File: src/rtl/mem_bus_arbiter_pkg.sv
// Shared scalar types plus the arbiter's state and request types.
// The request struct is sized for the widest bus; narrower instances slice it.
package common;
    typedef logic        u1;
    typedef logic [63:0] u64;
endpackage

package pipes;
    import common::*;

    localparam int REQ_ADDR_W = 64;
    localparam int REQ_DATA_W = 64;
    localparam int REQ_STRB_W = REQ_DATA_W / 8;

    localparam logic [2:0] SIZE_WORD = 3'd2;

    typedef logic [REQ_STRB_W-1:0] strb_t;

    typedef enum logic [1:0] {
        IDLE,
        BUSY_I,
        BUSY_D
    } arb_state_t;

    typedef struct packed {
        u1          write;
        u64         addr;
        logic [2:0] size;
        strb_t      strobe;
        u64         wdata;
    } mem_req_t;

    // Fetches are always word-sized reads, so the write fields are forced to zero.
    function automatic mem_req_t fetch_req(input u64 addr);
        mem_req_t r;
        r        = '0;
        r.write  = 1'b0;
        r.addr   = addr;
        r.size   = SIZE_WORD;
        r.strobe = '0;
        r.wdata  = '0;
        return r;
    endfunction

    function automatic mem_req_t data_req(input u1 write, input u64 addr,
                                          input logic [2:0] size, input strb_t strobe,
                                          input u64 wdata);
        mem_req_t r;
        r        = '0;
        r.write  = write;
        r.addr   = addr;
        r.size   = size;
        r.strobe = strobe;
        r.wdata  = wdata;
        return r;
    endfunction
endpackage

File: src/rtl/mem_bus_arbiter_req_latch.sv
// Request register loaded at grant time; holds the transaction in flight stable.
module arb_req_latch
    import pipes::*;
(
    input  logic     clk,
    input  logic     reset,
    input  logic     load,
    input  mem_req_t d,
    output mem_req_t q
);

    always_ff @(posedge clk) begin
        if (!reset) begin
            q <= '0;
        end else if (load) begin
            q <= d;
        end
    end

endmodule

File: src/rtl/mem_bus_arbiter.sv
// Fetch/data arbiter for a single-beat memory bus with alternating priority.
// Define ARB_PERF_EN to add grant and wait-cycle performance counters.
module mem_bus_arbiter
    import common::*;
    import pipes::*;
#(
    parameter int ADDR_W = 64,
    parameter int DATA_W = 64,
    parameter int STRB_W = DATA_W / 8
) (
    input  logic              clk,
    input  logic              reset,

    input  logic              i_valid,
    input  logic [ADDR_W-1:0] i_addr,
    output logic              i_ok,
    output logic [DATA_W-1:0] i_data,

    input  logic              d_valid,
    input  logic              d_write,
    input  logic [ADDR_W-1:0] d_addr,
    input  logic [2:0]        d_size,
    input  logic [STRB_W-1:0] d_strobe,
    input  logic [DATA_W-1:0] d_wdata,
    output logic              d_ok,
    output logic [DATA_W-1:0] d_data,

    output logic              m_valid,
    output logic              m_write,
    output logic [ADDR_W-1:0] m_addr,
    output logic [2:0]        m_size,
    output logic [STRB_W-1:0] m_strobe,
    output logic [DATA_W-1:0] m_wdata,
    input  logic              m_ready,
    input  logic [DATA_W-1:0] m_rdata
`ifdef ARB_PERF_EN
    ,
    output logic [31:0]       perf_i_grants,
    output logic [31:0]       perf_d_grants,
    output logic [31:0]       perf_wait_cycles
`endif
);

    arb_state_t state;
    u1          last_d;
    u1          grant_d;
    u1          grant_i;
    u1          busy;
    mem_req_t   req_next;
    mem_req_t   req_q;

    // D wins ties unless it took the previous grant, which yields strict alternation.
    always_comb begin
        grant_d = 1'b0;
        grant_i = 1'b0;
        if (state == IDLE) begin
            grant_d = d_valid && (!i_valid || !last_d);
            grant_i = i_valid && !grant_d;
        end
    end

    always_comb begin
        req_next = fetch_req(u64'(i_addr));
        if (grant_d) begin
            req_next = data_req(d_write, u64'(d_addr), d_size, strb_t'(d_strobe),
                                u64'(d_wdata));
        end
    end

    arb_req_latch u_req_latch (
        .clk   (clk),
        .reset (reset),
        .load  (grant_d | grant_i),
        .d     (req_next),
        .q     (req_q)
    );

    always_ff @(posedge clk) begin
        if (!reset) begin
            state  <= IDLE;
            last_d <= 1'b0;
        end else begin
            case (state)
                IDLE: begin
                    if (grant_d) begin
                        state  <= BUSY_D;
                        last_d <= 1'b1;
                    end else if (grant_i) begin
                        state  <= BUSY_I;
                        last_d <= 1'b0;
                    end
                end
                BUSY_I, BUSY_D: begin
                    if (m_ready) begin
                        state <= IDLE;
                    end
                end
                default: state <= IDLE;
            endcase
        end
    end

    // Bus fields are zero while idle so a stale latched request never leaks out.
    always_comb begin
        busy     = (state != IDLE);
        m_valid  = busy;
        m_write  = busy & req_q.write;
        m_addr   = busy ? req_q.addr[ADDR_W-1:0] : '0;
        m_size   = busy ? req_q.size : 3'd0;
        m_strobe = busy ? req_q.strobe[STRB_W-1:0] : '0;
        m_wdata  = busy ? req_q.wdata[DATA_W-1:0] : '0;
    end

    always_comb begin
        i_ok   = (state == BUSY_I) && m_ready;
        d_ok   = (state == BUSY_D) && m_ready;
        i_data = i_ok ? m_rdata : '0;
        d_data = d_ok ? m_rdata : '0;
    end

`ifdef ARB_PERF_EN
    always_ff @(posedge clk) begin
        if (!reset) begin
            perf_i_grants    <= '0;
            perf_d_grants    <= '0;
            perf_wait_cycles <= '0;
        end else begin
            if (grant_i) begin
                perf_i_grants <= perf_i_grants + 32'd1;
            end
            if (grant_d) begin
                perf_d_grants <= perf_d_grants + 32'd1;
            end
            if (m_valid && !m_ready) begin
                perf_wait_cycles <= perf_wait_cycles + 32'd1;
            end
        end
    end
`endif

endmodule

File: config.mk
export PLATFORM = sky130hd
export DESIGN_NAME = mem_bus_arbiter
export DESIGN_NICKNAME = d
export VERILOG_FILES = /design/src/rtl/mem_bus_arbiter_pkg.sv /design/src/rtl/mem_bus_arbiter_req_latch.sv /design/src/rtl/mem_bus_arbiter.sv
export SDC_FILE = /design/constraint.sdc
export NUM_CORES = 1
export LEC_CHECK = 0
export ABC_AREA = 1
export CAP_MARGIN = 20
export CORE_AREA = 2 2 209 211
export DETAILED_ROUTE_END_ITERATION = 16
export DIE_AREA = 0 0 211 213
export PLACE_DENSITY = 0.55
export SYNTH_ARGS = -nofsm -noshare
export SYNTH_HDL_FRONTEND = slang
export SYNTH_SLANG_ARGS = --single-unit
File: constraint.sdc
create_clock -name clk -period 2 [get_ports clk]
set_clock_uncertainty 0.05 [all_clocks]
set_input_delay 0.6 -clock clk [delete_from_list [all_inputs] [get_ports clk]]
set_output_delay 0.6 -clock clk [all_outputs]
set_load 0.01 [all_outputs]
== After elaboration in Yosys (flattened, before gate mapping) ==
Cells that the tools add are included.
Storage, ports and cells
  register bits after elaboration: 143
  input port bits: 273
  logic and storage cells: 42
Operators by class
  equal/unequal tests: 4
  mux-type cells: 15
  bitwise gates (word level): 2
  reductions and logical operators: 14
Operator list (number)
  $mux 64: 4
  $mux 140: 1
  $mux 8: 1
  $mux 2: 3
  $logic_and 1x1->1: 4
  $mux 1: 4
  $pmux 2 s2: 1
  $reduce_and 2->1: 2
  $reduce_bool 2->1: 2
  $logic_not 1->1: 3
  $mux 3: 1
  $ne 3x3->1 const B: 1
  $eq 2x1->1 const B: 1
  $eq 2x2->1 const B: 1
  $logic_not 2->1: 1
  $ne 2x2->1 const B: 1
  $reduce_or 2->1: 1
  $and 1x1->1: 1
  $logic_or 1x1->1: 1
  $or 1x1->1: 1

== Longest topological paths before layout ==
  word-level depth: 9
  depth in mapped cells: 9
  gate-level depth less buffers: 6

== Cells and area by module ==
From an unflattened synthesis, not the netlist that was laid out.
Second synthesis, totals
  cells, all modules: 1787
  area, all modules: 9307.7 µm²
Modules (own cells, without submodules)
  arb_req_latch: instances 1, cells each 887, area each 5746.8 µm²
  mem_bus_arbiter: instances 1, cells each 900, area each 3560.9 µm²

== Worst setup path before layout ==
OpenSTA, ideal clock, no wires.
  path type: flip-flop to output port
  from: reg state[0]
  to: out m_addr[35]
  arrival time: 1334 ps
  required time: 1350 ps
  path slack: 16 ps
  stages on the path, launching flop included: 7
  path buffers: 3
  path through: dfxtp_1 > inv_1 > ha_1 > buf_2 > clkbuf_1 > clkbuf_1 > nor2_1
Between the ends
  longest elaborated chain between the ends: 2
RTL lines
  from (decl): line mem_bus_arbiter.sv:44  | arb_state_t state;
  from (signal assigned): line mem_bus_arbiter.sv:80  | state <= IDLE;
  from (signal assigned): line mem_bus_arbiter.sv:86  | state <= BUSY_D;
  from (signal assigned): line mem_bus_arbiter.sv:89  | state <= BUSY_I;
  $reduce_bool 2->1: line mem_bus_arbiter.sv:105  | busy = (state != IDLE);
  $mux 64: line mem_bus_arbiter.sv:108  | m_addr = busy ? req_q.addr[ADDR_W-1:0] : '0;
  to (decl): line mem_bus_arbiter.sv:30  | output logic [ADDR_W-1:0] m_addr,
No other way between the ends.

== Worst setup path in the final report ==
  from: reg state[0]
  to: out i_data[10]
Between the ends
  longest elaborated chain between the ends: 3
RTL lines
  $eq 2x1->1: line mem_bus_arbiter.sv:115  | i_ok = (state == BUSY_I) && m_ready;
  $logic_and 1x1->1: line mem_bus_arbiter.sv:115
  $mux 64: line mem_bus_arbiter.sv:117  | i_data = i_ok ? m_rdata : '0;
  to (decl): line mem_bus_arbiter.sv:17  | output logic [DATA_W-1:0] i_data,
No other way between the ends.

==> parameters.txt <==
Parameter                              Value

Run status
  Run status    finished, violations left
  Violated checks    negative setup slack

Synthesis
  Area of the mapped netlist    about 8200 um^2
  Commonest cells in the synthesized netlist    nand2_1 (416), inv_1 (275), nor2_1 (272)
  Proportion of synthesized chip area in sequential cells    approximately a third
  Count of distinct cell types in the synthesized netlist    17
  Number of synthesized flops with an enable pin    0
  Synthesized area per cell    roughly 5.8 um^2
  Top-count cell post-synth    nand2_1
  Post-synth net total    approximately 1700
  Share of synthesized flip-flops with an asynchronous set or reset    0%
  Cell type contributing the most total cell area after synthesis    dfxtp_1
  Area share of the largest cell type after synthesis    35.1%
  Commonest register cell after synthesis    dfxtp_1
  Synthesized flop and latch total    143
  Yosys warnings    0
  Top post-synthesis cells by area    dfxtp_1 (35%), nand2_1 (19%), inv_1 (13%)
  Count of mapped cells out of synthesis    1418

Final layout
  Synth-to-layout area growth    114%
  Post-layout nets    about 2300
  Util after Layout    about two fifths
  Fraction of final layout cells sized beyond drive strength 1    33.0%
  Number of standard cells in the layout, taps in and fillers out    ~2600

Worst setup path
  Arrival time at the worst endpoint    1.89 ns
  Crit Path Category    reg -> out
  Start point of the critical path    state[0]
  Startpoint Class    flop
  Worst R2R Path Depth    11
  Required time at the endpoint of the critical path    1.35 ns
  Critical Path End Type    output pin
  Critical path peak fanout    6
  Worst setup path end    i_data[10]
  Worst reg2reg setup slack    -0.11 ns
  Capture point of the worst reg-to-reg path    u_req_latch.q[106]
  Launch point of the worst reg-to-reg path    state[1]

Pwr
  P_int    0.00711 W
  Total net switching power    0.00389 W
  Total leakage power    a little over 8 nW
  Sw Share    35.4%
  Power density over the cells    630 nW/um^2
  Sequential Power Share    29.8%
  Portion of total power attributed to the clock network    29.1%
  Power after layout    roughly 0.011 W
  Maximum resistive drop on vdd    about 570 uV
  Portion of total power attributed to combinational logic    41.1%

Hold path
  Worst hold path class    reg -> reg
  Source of the worst hold timing path    u_req_latch.q[16]

Timing
  Final sum of negative setup slack    -95.93 ns
  Min Tclk post-route    roughly 2.5 ns
  RSZ-0062 raised after global routing    yes
  Worst Max-Slew Pin Slew    about 0.38 ns
  Worst Hold Margin    between 0.4 and 0.5 ns
  Endpoints failing setup    around 360
  Final Hold Viols    0
  Number of max-slew violations in the final report    0
  Worst Setup Slack, final    -0.536 ns
  Part of the cycle the worst path needs    127%
  Tightest slew margin relative to the limit    74.5%
  Fmax    0.394 GHz

Global route
  Overall global routing resource usage    17.7%
  Leftover overflow at the end of global routing    0
  Vias in the first global route    slightly above 10000
  Most utilized layer in the global route result    met2
  Maximum number of pins on one net before global-route repair    between 60 and 70
  M3 GR Usage    approximately 3.6%
  First-pass GRT wire length    around 61000 um
  Fraction of met2 tracks used by global routing    between 30% and 40%
  Antenna violations before repair    12
  Global-route track usage on met1    18.9%

Detailed routing
  Number of vias per cell after detailed routing    around 4.2
  Number of nets still failing antenna checks after routing    0
  Remaining DRCs    0
  Post-DR wirelength/cell    roughly 17 um
  Final Routed Wirelength    45100 um
  Number of vias in the routed layout    about 11000
  Drt first pass iters    5
  DR iter-0 viols    ~540

Placed design
  Routability congestion estimate    between 0.8 and 0.9
  DP HPWL    roughly 30000 um
  Count of input and output buffers    approximately 540
  Count of placed standard cells including taps    2456

Clock tree
  Clock transition at the registers of the reported paths    0.06 ns
  Clock Sinks    143
  Root Buffer    clkbuf_16
  CTS tree    yes
  Later-pin clock latency in the skew report    around 0.44 ns
  Number of CTS-inserted buffers    17
  Deepest level of the CTS H-tree    4
  CTS Buffer Depth    2

Floorplanning
  Die area    44900 um^2
  Initial cell density of the core    about a fifth
  Die Width    between 200 and 250 um
  Floorplan die height    between 200 and 250 um
  I/O pin count    approximately 540
  Core area    around 43000 um^2
  Number of core rows    76

Flow run
  Max-cap violations    0
==> stage by stage <==
step	setup WS, ns	area [um^2]
3_5_place_dp	-0.863	14400
4_1_cts	-0.735	15400
6_report	-0.536	17500
5_1_grt	-0.586	17500
3_3_place_gp	-0.853	14400
2_1_floorplan	0.0157	8160
==> placed cells by master, fill, tap and decap left out, drive strengths merged <==
master | netlist | routed
nand2 | 416 | 416
buf | 43 | 411
inv | 276 | 284
nor2 | 272 | 272
clkdlybuf4s50 | 0 | 269
dfxtp | 143 | 143
a21oi | 142 | 142
nand3b | 64 | 64
clkbuf | 53 | 26
diode | 0 | 10
clkinv | 1 | 5
ha | 3 | 3
nand3 | 3 | 3
clkinvlp | 0 | 2
o21ai | 2 | 2
bufinv | 0 | 1
clkdlybuf4s15 | 0 | 1
dlymetal6s2s | 0 | 1
==> timing repair <==
action	4_1_cts	5_1_grt
setup endpoints to repair	271	363
hold buffers	0	0
pin swaps	12	59
cloned	14	13
buffers inserted	29	55
resized for setup	654	1034
==> registers in the layout (all words and copies together), names as in the netlist <==
name and flops:
last_d 1, u_req_latch.q 140, state 2
==> metal layers <==
layer	vias up	share of wire (%)
li1	5371	-
met1	4995	39
met2	397	52
met3	87	5.2
met4	4	3.4
met5	-	0.069
==> cell families after synthesis <==
logic type	synth area share (%)
adders and majority gates	0.460
buffers and inverters	17.8
AOI/OAI and AO/OA	8.88
and+or+nand+nor	37.7
DFF	35.1
==> layout make-up <==
type                            count  area, um^2
Fill cell                        4372       25200
Timing Repair Buffer              691        7110
Multi-Input combinational cell    902        5140
Sequential cell                   143        2870
Inverter                          277        1050
Tap cell                          546         683
Clock buffer                       17         425
Clock inverter                     15         153
Antenna cell                       10        25.0
==> power groups by stage <==
| stage | Clock, W | Sequential (W) | Combinational [W] |
|---|---|---|---|
| floorplan | 0 | 0.00331 | 0.00155 |
| global placement | 0 | 0.00333 | 0.00324 |
| detailed placement | 0 | 0.00334 | 0.00326 |
| CTS | 0.00332 | 0.00327 | 0.00352 |
| global route | 0.00342 | 0.00331 | 0.00489 |
| finish | 0.00320 | 0.00328 | 0.00452 |
==> critical path, cell delays in order, from the launching register on <==
cell and delay (ns):
dfxtp_4 0.37, buf_6 0.10, ha_4 0.16, nand2_8 0.06, buf_12 0.15, buf_8 0.13, buf_16 0.13, buf_8 0.12
nor2_4 0.11, buf_6 0.11
==> worst min path at each step <==
| stage | slack (ns) | endpoint | depth (start not counted) |
|---|---|---|---|
| 2_1_floorplan | 0.39 | last_d | 2 |
| 3_3_place_gp | 0.40 | u_req_latch.q[40] | 2 |
| 3_5_place_dp | 0.40 | u_req_latch.q[69] | 2 |
| 4_1_cts | 0.41 | u_req_latch.q[71] | 2 |
| 5_1_grt | 0.42 | u_req_latch.q[61] | 2 |
| 6_report | 0.41 | u_req_latch.q[16] | 2 |
Note: power is estimated with default switching activity, not from simulation.
